## src/rtl/pipe_pkg.sv

```systemverilog
// rtl/pipe_pkg.sv - shared pipeline constants and Tnew helper for stage registers and hazard unit
package pipe_pkg;

  localparam logic [31:0] NOP_INSTR      = 32'h0000_0000;
  localparam logic [4:0]  GRF_ZERO       = 5'd0;
  localparam int          TNEW_W_DEFAULT = 3;
  // Widest Tnew field the helper supports; callers cast to their own width.
  localparam int          TNEW_MAX_W     = 8;

  // Count Tnew down by one stage, clamping at zero so a ready value never wraps to "far".
  function automatic logic [TNEW_MAX_W-1:0] tnew_sat_dec(input logic [TNEW_MAX_W-1:0] tnew);
    return (tnew == '0) ? '0 : tnew - TNEW_MAX_W'(1);
  endfunction

endpackage

```

## src/rtl/pipe_stage_reg.sv

```systemverilog
// rtl/pipe_stage_reg.sv - generic MIPS inter-stage register with stall, flush, valid and Tnew countdown (optional stats: PIPE_STAGE_STATS_EN)
module pipe_stage_reg
  import pipe_pkg::*;
#(
  parameter int PAYLOAD_W = 64,
  parameter int TNEW_W    = TNEW_W_DEFAULT,
  parameter int TNEW_DEC  = 1,
  parameter int FLUSH_PC  = 1
) (
  input  logic                 clk,
  input  logic                 reset,
  input  logic                 stall,
  input  logic                 flush,
  input  logic                 valid_d,
  input  logic [31:0]          pc_d,
  input  logic [31:0]          instr_d,
  input  logic                 rf_we_d,
  input  logic [4:0]           a3_d,
  input  logic [TNEW_W-1:0]    tnew_d,
  input  logic [PAYLOAD_W-1:0] payload_d,
  output logic                 valid_q,
  output logic [31:0]          pc_q,
  output logic [31:0]          instr_q,
  output logic                 rf_we_q,
  output logic [4:0]           a3_q,
  output logic [TNEW_W-1:0]    tnew_q,
  output logic [PAYLOAD_W-1:0] payload_q
`ifdef PIPE_STAGE_STATS_EN
  ,
  output logic [31:0]          stall_cnt,
  output logic [31:0]          bubble_cnt
`endif
);

  logic [TNEW_W-1:0] tnew_load;

  // Tnew to capture on a load; an invalid slot carries no pending write so it is ready at once.
  always_comb begin
    tnew_load = '0;
    if (valid_d) begin
      if (TNEW_DEC != 0) begin
        tnew_load = TNEW_W'(tnew_sat_dec(TNEW_MAX_W'(tnew_d)));
      end else begin
        tnew_load = tnew_d;
      end
    end
  end

  // Stage register: reset > flush (bubble) > stall (hold) > load.
  always_ff @(posedge clk) begin
    if (reset) begin
      valid_q   <= 1'b0;
      pc_q      <= '0;
      instr_q   <= NOP_INSTR;
      rf_we_q   <= 1'b0;
      a3_q      <= GRF_ZERO;
      tnew_q    <= '0;
      payload_q <= '0;
    end else if (flush) begin
      valid_q   <= 1'b0;
      pc_q      <= (FLUSH_PC != 0) ? pc_d : '0;
      instr_q   <= NOP_INSTR;
      rf_we_q   <= 1'b0;
      a3_q      <= GRF_ZERO;
      tnew_q    <= '0;
      payload_q <= '0;
    end else if (!stall) begin
      valid_q   <= valid_d;
      pc_q      <= pc_d;
      instr_q   <= instr_d;
      rf_we_q   <= valid_d & rf_we_d;
      a3_q      <= valid_d ? a3_d : GRF_ZERO;
      tnew_q    <= tnew_load;
      payload_q <= payload_d;
    end
  end

`ifdef PIPE_STAGE_STATS_EN
  // Performance counters: held cycles and inserted bubbles, free-running modulo 2^32.
  always_ff @(posedge clk) begin
    if (reset) begin
      stall_cnt  <= '0;
      bubble_cnt <= '0;
    end else begin
      if (stall && !flush) begin
        stall_cnt <= stall_cnt + 32'd1;
      end
      if (flush || (!stall && !valid_d)) begin
        bubble_cnt <= bubble_cnt + 32'd1;
      end
    end
  end
`endif

endmodule
```

## config.mk

```make
export PLATFORM = sky130hd
export DESIGN_NAME = pipe_stage_reg
export DESIGN_NICKNAME = d
export VERILOG_FILES = /design/src/rtl/pipe_pkg.sv /design/src/rtl/pipe_stage_reg.sv
export SDC_FILE = /design/constraint.sdc
export NUM_CORES = 1
export LEC_CHECK = 0
export CAP_MARGIN = 25
export CORE_ASPECT_RATIO = 1.75
export CORE_MARGIN = 1.5
export CORE_UTILIZATION = 38
export DETAILED_ROUTE_END_ITERATION = 8
export MAX_ROUTING_LAYER = met4
export PLACE_DENSITY_LB_ADDON = 0.1
export SLEW_MARGIN = 20
export SYNTH_ARGS = -nofsm -noshare
export SYNTH_HDL_FRONTEND = slang
export SYNTH_SLANG_ARGS = --single-unit
```

## constraint.sdc

```tcl
create_clock -name clk -period 1.5 [get_ports clk]
set_clock_uncertainty 0.1 [all_clocks]
set_input_delay 0.15 -clock clk [delete_from_list [all_inputs] [get_ports clk]]
set_output_delay 0.15 -clock clk [all_outputs]
set_load 0.03 [all_outputs]
```

Word level (Yosys, flattened, before mapping)
Index checks and enable logic that the tools add are counted.
{"block": "op_classes", "addsub": 1, "mul": 0, "div_mod_pow": 0, "magnitude_cmp": 0, "n_eq_ne": 1, "shift": 0, "mux": 5, "bitwise_logic": 1, "reduce_logical": 2}
{"cell": "two-way mux 32 bit", "n": 2}
{"cell": "two-way mux 3 bit", "n": 2}
{"cell": "two-way mux 5 bit", "n": 1}
{"cell": "logical NOT 3 bit", "n": 1}
{"cell": "subtractor 3 x 1 -> 3 bit (second input constant)", "n": 1}
{"cell": "inequality test 2 x 1 -> 1 bit (second input constant)", "n": 1}
{"cell": "OR reduction 2 bit", "n": 1}
{"cell": "AND 1 bit", "n": 1}
{"block": "totals", "reg_bits": 138, "latchBits": 0, "mem_bits_rw": 0, "rom_bits": 0, "out_inout_bits": 138, "n_memories": 0}

Depth between registers and ports, before layout
{"block": "logic_depth", "word_depth": 3, "depth_mapped": 6, "ltp_nobuf": 5}

Worst setup path after synthesis
Ideal clock, no wire load.
{"block": "synth_timing", "path_kind": "input -> register", "startpoint": "input port stall", "endpoint": "register instr_q[0]", "setup_ns": 0.115, "t_arrival_ns": 0.910, "path_slack_ns": 0.375, "cell_stages": 5, "path_cell_list": "buf_2 > buf_4 > buf_4 > mux2i_1 > nor2_1"}
{"element": "from (decl)", "line": "pipe_stage_reg.sv:12", "source": "input logic stall,"}
{"element": "to (signal assigned)", "line": "pipe_stage_reg.sv:70", "source": "instr_q <= instr_d;"}
{"element": "to (decl)", "line": "pipe_stage_reg.sv:23", "source": "output logic [31:0] instr_q,"}

Worst setup path after layout
{"block": "layout_timing", "startpoint": "register payload_q[5]", "endpoint": "output port payload_q[5]"}
{"element": "from (decl)", "line": "pipe_stage_reg.sv:27", "source": "output logic [PAYLOAD_W-1:0] payload_q"}
{"element": "from (signal assigned)", "line": "pipe_stage_reg.sv:74", "source": "payload_q <= payload_d;"}
No word-level cell between the ends.

==> flow_summary.yaml <==
status:
  outcome: "finished, final reports clean"
floorplan:
  io_pins: 280
  floorplan.initialDensity: 0.390
  dieHeight_um: 153
  design.die.area_um2: 13600
  core_region_area_um2: 12500
  placement_rows: 54
  floorplan.die.width_um: 88.7
sta:
  final.setup.tns_ns: 0
  timing.final.crit_share: 0.959
  period_needed_ns: 1.44
  tightest_slew_ns: 0.382
  timing.max_slew.rel_slack: 0.746
  setup_repair_after_global_routing_missed_its_margin: "no"
  setup_viol_count_final: 0
  timing_max_transition_violations_final: 0
  fmaxAchievable_mhz: 695
  timing_hold_violations_final: 0
setup_path:
  cp_data_required_time_ns: 1.25
  timing.critical_path.cells: "dlygate4sd2_1"
  worstSetupPathType: "reg -> out"
  critical_path_top_delay_cell: "sky130_fd_sc_hd__dlygate4sd2_1"
  crit_path_end_kind: "output pin"
  setup.worst_path.start: "payload_q[5]"
  worst-path-buf-inv: 1
  maximum_fanout_count_along_the_critical_path: 2
  worst_ep_arrival_time_ns: 1.19
  worst_path_largest_cell_delay_ns: 0.42
  rr_worst_depth: 2
  setup.worst_path.end: "payload_q[5]"
  critPathLaunchType: "register"
  critical_path.top_delay_family: "buffers and inverters"
  rrSetupSlack_ns: 0.73
  depth_of_the_critical_timing_path_with_buffers_and_inverters_included: 1
  timing.rr.start: "tnew_q[1]"
  regToRegEndpoint: "tnew_q[1]"
route:
  firstDrtPassIters: 4
  wl_per_cell_um: 15.0
  drt_first_iter_violations: 160
  detail_route.wirelength_mm: 14.3
  postRouteAntennaNets: 0
  dr_total_vias: 4408
  detail_route.vias_per_cell: 4.62
  remaining_drc_errors: 0
global_routing:
  globalRoute.busiestLayer: "met2"
  global_route.usage.total: 0.217
  globalRouteOverflowTotal: 0
  grt_use_met3: 0.0545
  vias_in_the_first_global_route: 4513
  global_route_wire_length_before_repair_mm: 21.7
  grt_met2_usage: 0.379
  global_route.usage.met1: 0.219
  grt_start_max_net_pins: 38
  initial_antenna_violation_count: 0
cts:
  cts_clk_pin_slew_worst_paths_ns: 0.06
  cts_buffer_count: 17
  post_cts.repair.setup_buffers: 0
  hold_buffers: 0
  clock_tree_from_tritoncts: "done"
  tritoncts_num_sinks: 138
  worstSkewPairLatency_ns: 0.41
  cts-root-to-sink-buffers: 2
  cts_resized: 138
  root_driver: "sky130_fd_sc_hd__clkbuf_16"
  htree_num_levels: 4
cells_and_area:
  final_area_um2: 8250
  fillers: 1041
  post_route_cells_drive_above_1_share: 0.0636
  nNetsFinal: 917
  diodes: 0
  syn2layout_area_growth_pct: 69.1
power:
  design_power_total_mw: 8.92
  cellLeakagePower_nw: 4.01
  vdd_drop_max_mv: 0.802
  power.density_nw_per_um2: 1080
yosys:
  synth.net_count: 638
  synth_cell_type_count: 17
  netlist.top_cell.by_area: "sky130_fd_sc_hd__dfxtp_1"
  synth_top_cells_by_area: "sky130_fd_sc_hd__dfxtp_1 (57%), sky130_fd_sc_hd__mux2i_1 (20%), sky130_fd_sc_hd__nor2_1 (8.2%)"
  yosys.area.top_type_share: 0.566
  syn_avg_cell_area_um2: 9.88
  synthesis.yosys.warnings: 0
  post_synthesis_cell_count: 494
  synth.ff_latch_count: 138
  mappedNetlistArea_um2: 4880
  synth.yosys.seq_area_share: 0.566
place:
  detailedPlacementHpwl_mm: 10.9
  io_buffer_count: 279
  routabilityCongestion: 0.787
  dpl-instance-area_um2: 7900
min_path:
  holdCritPathClass: "in -> reg"
  worstHoldPathCells: 3
run:
  drv_cap: 0
-- sequential cells by signal, summed over array words and instances, names as in the netlist --
signal	flops
a3_q	5
instr_q	32
payload_q	64
pc_q	32
rf_we_q	1
tnew_q	3
valid_q	1
-- layer usage --
layer / wire, um / share of wire
met1: 5270 / 0.37
met2: 7480 / 0.52
met3: 933 / 0.065
met4: 578 / 0.041
met5: 0 / 0
-- synth_stat cells --
cell type	instances
sky130_fd_sc_hd__inv_1	2
sky130_fd_sc_hd__a21oi_1	35
sky130_fd_sc_hd__nor2b_1	2
sky130_fd_sc_hd__nand2_1	65
sky130_fd_sc_hd__or2_1	1
sky130_fd_sc_hd__a211oi_2	1
sky130_fd_sc_hd__ha_1	2
sky130_fd_sc_hd__nor2_1	107
sky130_fd_sc_hd__clkbuf_1	11
sky130_fd_sc_hd__buf_2	15
sky130_fd_sc_hd__dfxtp_1	138
sky130_fd_sc_hd__mux2i_1	96
sky130_fd_sc_hd__buf_6	5
sky130_fd_sc_hd__nand2b_1	1
sky130_fd_sc_hd__a22oi_1	8
sky130_fd_sc_hd__buf_4	4
sky130_fd_sc_hd__buf_1	1
-- placed cells by master (no fill, tap or decap) --
master and count:
sky130_fd_sc_hd__nor2b_1 1, sky130_fd_sc_hd__inv_6 4, sky130_fd_sc_hd__a22oi_1 8, sky130_fd_sc_hd__dfxtp_1 138, sky130_fd_sc_hd__clkinv_2 1, sky130_fd_sc_hd__buf_4 11, sky130_fd_sc_hd__mux2i_1 96, sky130_fd_sc_hd__clkinvlp_4 7
sky130_fd_sc_hd__inv_1 2, sky130_fd_sc_hd__dlygate4sd2_1 137, sky130_fd_sc_hd__nor2b_2 1, sky130_fd_sc_hd__nand2b_1 1, sky130_fd_sc_hd__a211oi_2 1, sky130_fd_sc_hd__nand2_1 65, sky130_fd_sc_hd__clkbuf_1 3, sky130_fd_sc_hd__nor2_1 107
sky130_fd_sc_hd__clkbuf_16 17, sky130_fd_sc_hd__or2_4 1, sky130_fd_sc_hd__buf_12 7, sky130_fd_sc_hd__a21oi_1 35, sky130_fd_sc_hd__clkdlybuf4s50_1 140, sky130_fd_sc_hd__ha_1 2, sky130_fd_sc_hd__clkdlybuf4s15_1 1
-- worst min-delay path by stage --
stage	startpoint	slack, ns	end
after floorplan	pc_d[15]	0.19	pc_q[15]
after global placement	pc_q[31]	0.34	pc_q[31]
after detailed placement	pc_q[8]	0.35	pc_q[8]
after CTS	pc_d[15]	0.18	pc_q[15]
after global routing	pc_d[15]	0.19	pc_q[15]
final	pc_d[28]	0.20	pc_q[28]
-- stage by stage --
step	setup WS [ns]	std cells	utilization	hold WS, ns
after floorplan	0.375	494	-	0.189
after global placement	0.0680	922	0.632	0.338
after detailed placement	0.0312	922	0.632	0.347
after CTS	0.0145	954	0.660	0.180
after global routing	0.0168	954	0.660	0.195
final	0.0617	954	0.660	0.197
-- where the power goes --
| group | leakage (nW) | switching (mW) | internal (mW) |
|---|---|---|---|
| clock | 0.236 | 1.58 | 2.12 |
| combinational | 2.64 | 0.676 | 0.670 |
| sequential | 1.13 | 0.0666 | 3.81 |
| total | 4.01 | 2.32 | 6.61 |
-- cell families (layout without fill, tap and decap cells) --
logic type	Yosys count	after routing	share of synthesized area
compound gates	44	44	0.0508
fa+ha+maj	2	2	0.00513
buf+inv	38	330	0.0438
flops	138	138	0.566
mux	96	96	0.197
simple gates	176	176	0.137
-- area by class of cell --
type                    count  area, um^2  share of cell area
well taps                 168         210              0.0255
inverters                   2        7.51            0.000910
repair buffers            296        2830               0.343
clock inverters            12        92.6              0.0112
clock buffers              20         437              0.0529
multi-input cells         318        1910               0.231
flip-flops and latches    138        2760               0.335
(Power assumes the default switching activity.)
==> RTL edit 1 (same flow settings) <==
`TNEW_W_DEFAULT`: 3 -> 5.
--- a/src/rtl/pipe_pkg.sv
+++ b/src/rtl/pipe_pkg.sv
@@ -3,7 +3,7 @@
 
   localparam logic [31:0] NOP_INSTR      = 32'h0000_0000;
   localparam logic [4:0]  GRF_ZERO       = 5'd0;
-  localparam int          TNEW_W_DEFAULT = 3;
+  localparam int          TNEW_W_DEFAULT = 5;
   // Widest Tnew field the helper supports; callers cast to their own width.
   localparam int          TNEW_MAX_W     = 8;
 
Interface: changed (resized tnew_d and tnew_q); port bits go from 280 to 284. No check against the original RTL was run, so the function may have changed too.
==> RTL edit 1 against the unedited design <==
- clock power rose by 5%
- worst setup slack got worse by 14 ps
- critical endpoint is now payload_q[14]
- power rose by 3.3%
- critical path type unchanged
- die area rose by 1.2%
- non-clock buffer count rose by 8
- final area rose by 2.6%
- sequential power rose by 1%
- synthesized area rose by 1.2%
- wire length rose by 6.0%
- sequential cell count rose by 2
==> RTL edit 1: results (changes against the unedited design) <==
{| class="wikitable"
! Metric !! Value
|-
| Area share of buffers outside the clock network || 34.3% (about the same)
|-
| Launching point of the worst reg2reg path || a3_q[1]
|-
| Yosys warning total || 0 (unchanged)
|-
| Global-route wire length before repair || 22,600 µm (+3.8%)
|-
| Filler cell count || 1,127 (+8.3%)
|-
| End of the critical path || payload_q[14]
|-
| Die Outline Area || 0.0137 mm² (+1.2%)
|-
| Slew headroom || 74.0% (-0.63 points)
|-
| Final critical-path setup slack || 48.0 ps (-13.7 ps)
|-
| Crit. Startpoint || payload_q[14]
|-
| Peak ir drop on the vdd network || 754 µV (-6.0%)
|-
| Total placed cells including tap cells || 945 (+2.5%)
|-
| Clock root buffer master || sky130_fd_sc_hd__clkbuf_16
|-
| XOR/XNOR Fraction of Synth Area || 0.355% (+0.35 points)
|-
| GR Layer Usage met3 || 6.71% (+1.3 points)
|-
| Number of instances in the synthesized netlist || 507 (+2.6%)
|-
| Switching power || 0.00237 W (+2.2%)
|-
| Met2 global-route usage || 40.1% (+2.2 points)
|-
| Multi-Input Combinational || 329 (+3.5%)
|-
| Total of plain and repair buffers excluding clock buffers || 304 (+2.7%)
|-
| Share of synthesized area spent on multiplexers || 19.4% (-0.24 points)
|-
| Most numerous cell types in the synthesized netlist || sky130_fd_sc_hd__dfxtp_1, sky130_fd_sc_hd__nor2_1, sky130_fd_sc_hd__mux2i_1
|-
| Synth Net Count || 652 (+2.2%)
|-
| I/O Buffers || 283 (+1.4%)
|-
| Proportion of synthesized chip area in sequential cells || 56.7% (+0.12 points)
|-
| Placer's final routability congestion estimate || 0.841 (+6.9%)
|-
| Via count of the first global-routing pass || 4,693 (+4.0%)
|-
| Placed cell area || 0.00807 mm² (+2.2%)
|-
| Starting DRT DRC Count || 149 (-6.9%)
|-
| Maximum number of pins on one net before global-route repair || 51 (+34%)
|-
| Met1 GRT Util || 21.2% (-0.68 points)
|-
| Synth area leaders || sky130_fd_sc_hd__dfxtp_1, sky130_fd_sc_hd__mux2i_1, sky130_fd_sc_hd__nor2_1, sky130_fd_sc_hd__nand2_1, sky130_fd_sc_hd__a21oi_1
|-
| Non-filler instance count after layout || 978 (+2.5%)
|-
| Final clock-cell share || 6.55% (+0.14 points)
|-
| Sequential cell count || 140 (+1.4%)
|-
| Static power due to leakage || 4.10 nW (+2.3%)
|-
| Hold buffer count at cts || 1 (+1)
|-
| Post-placement worst setup slack || -287 ps (-318 ps)
|-
| Total number of vias || 4,580 (+3.9%)
|-
| Count of nets after finishing || 939 (+2.4%)
|-
| Ratio of cells with drive above 1 in the final layout || 6.82% (+0.45 points)
|-
| Share of synthesized cell area in full adder, half adder and majority cells || 0.253% (-0.26 points)
|-
| Reg-to-reg critical path endpoint || a3_q[1]
|-
| Total global-route track usage || 22.2% (+0.49 points)
|-
| Mean routed wirelength per cell || 15.5 µm (+3.4%)
|-
| Number of distinct standard cells referenced by the synthesized netlist || 19 (+2)
|-
| Number of gates given a new drive strength after cts || 140 (+1.4%)
|-
| Result of the run || completed
|-
| Post-route core utilization || 66.1% (+0.10 points)
|}
-- RTL edit 1: cell count changes after synthesis, moves of 4 or more --
cell | unedited run | this run
sky130_fd_sc_hd__buf_2 | 15 | 24
sky130_fd_sc_hd__buf_4 | 4 | 0
sky130_fd_sc_hd__buf_6 | 5 | 0
sky130_fd_sc_hd__nor2_1 | 107 | 103
sky130_fd_sc_hd__or3_1 | 0 | 4
sky130_fd_sc_hd__nand2_1 | 65 | 71
-- RTL edit 1: power by group through the flow --
stage          combinational [W]  clock (W)  sequential [W]
6_report                 0.00139    0.00390         0.00393
5_1_grt                  0.00148    0.00414         0.00395
3_3_place_gp             0.00146          0         0.00401
2_1_floorplan           0.000400          0         0.00430
3_5_place_dp             0.00149          0         0.00402
4_1_cts                  0.00140    0.00399         0.00393
-- RTL edit 1: routing by layer --
layer,vias to the layer above,routed length (µm)
li1,2236,-
met1,2102,5250
met2,212,8160
met3,30,1290
met4,0,417
met5,-,0
==> RTL edit 2 (same settings) <==
Made on the original files. Add a define of `PIPE_STAGE_STATS_EN`.
--- a/src/rtl/pipe_stage_reg.sv
+++ b/src/rtl/pipe_stage_reg.sv
@@ -1,4 +1,6 @@
 // rtl/pipe_stage_reg.sv - generic MIPS inter-stage register with stall, flush, valid and Tnew countdown (optional stats: PIPE_STAGE_STATS_EN)
+`define PIPE_STAGE_STATS_EN
+
 module pipe_stage_reg
   import pipe_pkg::*;
 #(
Function (old outputs only; new: bubble_cnt and stall_cnt): kept (Yosys induction, for registers that start in step).
==> RTL edit 2 against the unedited design <==
- the flow now finishes with violations (setup timing)
- clock power is 45% higher
- final area increased by 58%
- wire length rose by 80%
- sequential cell count increased by 64
- synthesized area increased by 61%
- power increased by 39%
- worst setup slack worse by 530 ps
- cell count up 63%
- critical path type is now register to register
- largest power group unchanged
- highest routed layer unchanged
==> RTL edit 2: results (changes against the unedited design) <==
{| class="wikitable"
! Metric !! Value
|-
| Critical hold path startpoint || pc_d[27]
|-
| Count of H-tree levels built during CTS || 1 (-3)
|-
| Global-route wire length before repair || 40,400 µm (+86%)
|-
| Launching point of the worst reg2reg path || bubble_cnt[6]
|-
| Final critical-path setup slack || -464 ps (-525 ps)
|-
| Reg-to-reg critical path endpoint || bubble_cnt[13]
|-
| Share of synthesized cell area in full adder, half adder and majority cells || 0.637% (+0.12 points)
|-
| Count of nets after finishing || 1,435 (+56%)
|-
| Ratio of cells with drive above 1 in the final layout || 30.0% (+24 points)
|-
| Clock latency reported for the late side of the worst-skew pair || 490 ps (+80 ps)
|-
| I/O Buffers || 343 (+23%)
|-
| Failing checks || setup timing
|-
| Share of synthesized area spent on multiplexers || 12.7% (-7.0 points)
|-
| Synth Net Count || 998 (+56%)
|-
| Final setup viols || 41 (+41)
|-
| Worst Reg-to-Reg Cells || 6 (+4)
|-
| Slowest cell on the critical path || sky130_fd_sc_hd__or4_4
|-
| Starting DRT DRC Count || 335 (+110%)
|-
| Worst path arrival time || 2280 ps (+1090 ps)
|-
| Aggregate negative setup slack || -11,550 ps (-11,550 ps)
|-
| Static power due to leakage || 5.63 nW (+40%)
|-
| Total global-route track usage || 23.7% (+2.0 points)
|-
| Mean routed wirelength per cell || 16.5 µm (+11%)
|-
| Total number of vias || 7,789 (+77%)
|-
| Final HPWL DP || 18,500 µm (+69%)
|-
| Result of the run || finished, violations left
|-
| Critical-path maximum fanout || 7 (+5)
|}
RTL edit 2: cell types whose count changed after synthesis, sizes merged, moves of 22 or more:
cell	before	now
a21oi	35	74
clkbuf	11	42
dfxtp	138	202
nand2	65	87
nand4	0	22
nor2	107	130
o31ai	0	26
or4	0	28
RTL edit 2: cell type report:
| class | count | area [µm²] | share of cell area (%) |
|---|---|---|---|
| flip-flops and latches | 202 | 4140 | 31.7 |
| repair buffers | 472 | 4080 | 31.2 |
| multi-input cells | 581 | 3780 | 29.0 |
| clock buffers | 30 | 621 | 4.75 |
| well taps | 248 | 310 | 2.38 |
| clock inverters | 7 | 87.6 | 0.670 |
| inverters | 11 | 41.3 | 0.316 |
| diodes | 3 | 7.51 | 0.0575 |
RTL edit 2: layer usage:
layer | vias up | global-route usage [%] | wire length [µm]
li1 | 3841 | - | -
met1 | 3648 | 24.7 | 9450
met2 | 260 | 43.0 | 13600
met3 | 40 | 6.55 | 1990
met4 | 0 | 7.13 | 631
met5 | - | - | 0
RTL edit 2: power by group through the flow:
stage          Combinational [W]  Clock, W  Sequential, W
3_5_place_dp             0.00160         0        0.00569
2_1_floorplan           0.000448         0        0.00600
4_1_cts                  0.00154   0.00550        0.00557
5_1_grt                  0.00162   0.00570        0.00559
6_report                 0.00152   0.00535        0.00558
3_3_place_gp             0.00160         0        0.00569
RTL edit 2: cells by family (layout without fill, tap and decap cells):
logic type,after synthesis,in the layout
buffers and inverters,70,520
muxes,99,99
AOI/OAI and AO/OA,127,127
other,0,3
xor gates and xnor gates,19,19
DFF,202,202
and+or+nand+nor,331,332
adders and majority gates,4,4
RTL edit 2: worst max-delay path by stage:
stage	cells after the start	slack, ps	from	endpoint
after detailed placement	5	-760	valid_d	bubble_cnt[31]
final	6	-460	bubble_cnt[6]	bubble_cnt[13]
after global placement	6	-740	valid_d	bubble_cnt[14]
after global routing	6	-530	bubble_cnt[6]	bubble_cnt[13]
after floorplan	5	-570	bubble_cnt[16]	bubble_cnt[31]
after CTS	5	-450	bubble_cnt[6]	bubble_cnt[20]
RTL edit 2: timing repair:
| item | in CTS | in global routing |
|---|---|---|
| gates cloned | 2 | 0 |
| resized for setup | 517 | 156 |
| endpoints found under the hold margin | 2 | 0 |
| hold buffers | 1 | 0 |
| endpoints found under the setup margin | 238 | 153 |
| pin swaps | 23 | 17 |
| setup buffers | 14 | 5 |
RTL edit 2: stage by stage:
step,cells,hold WS (ps),cell area [µm²]
final,1554,115,13100
after global routing,1554,108,13100
after CTS,1550,95.6,13200
after detailed placement,1498,342,12500
after global placement,1498,338,12500
after floorplan,852,190,8080
RTL edit 2: worst min-delay path, stage by stage:
cell and delay, ps:
sky130_fd_sc_hd__clkdlybuf4s50_1 390, sky130_fd_sc_hd__nand2_1 60, sky130_fd_sc_hd__a21oi_1 50
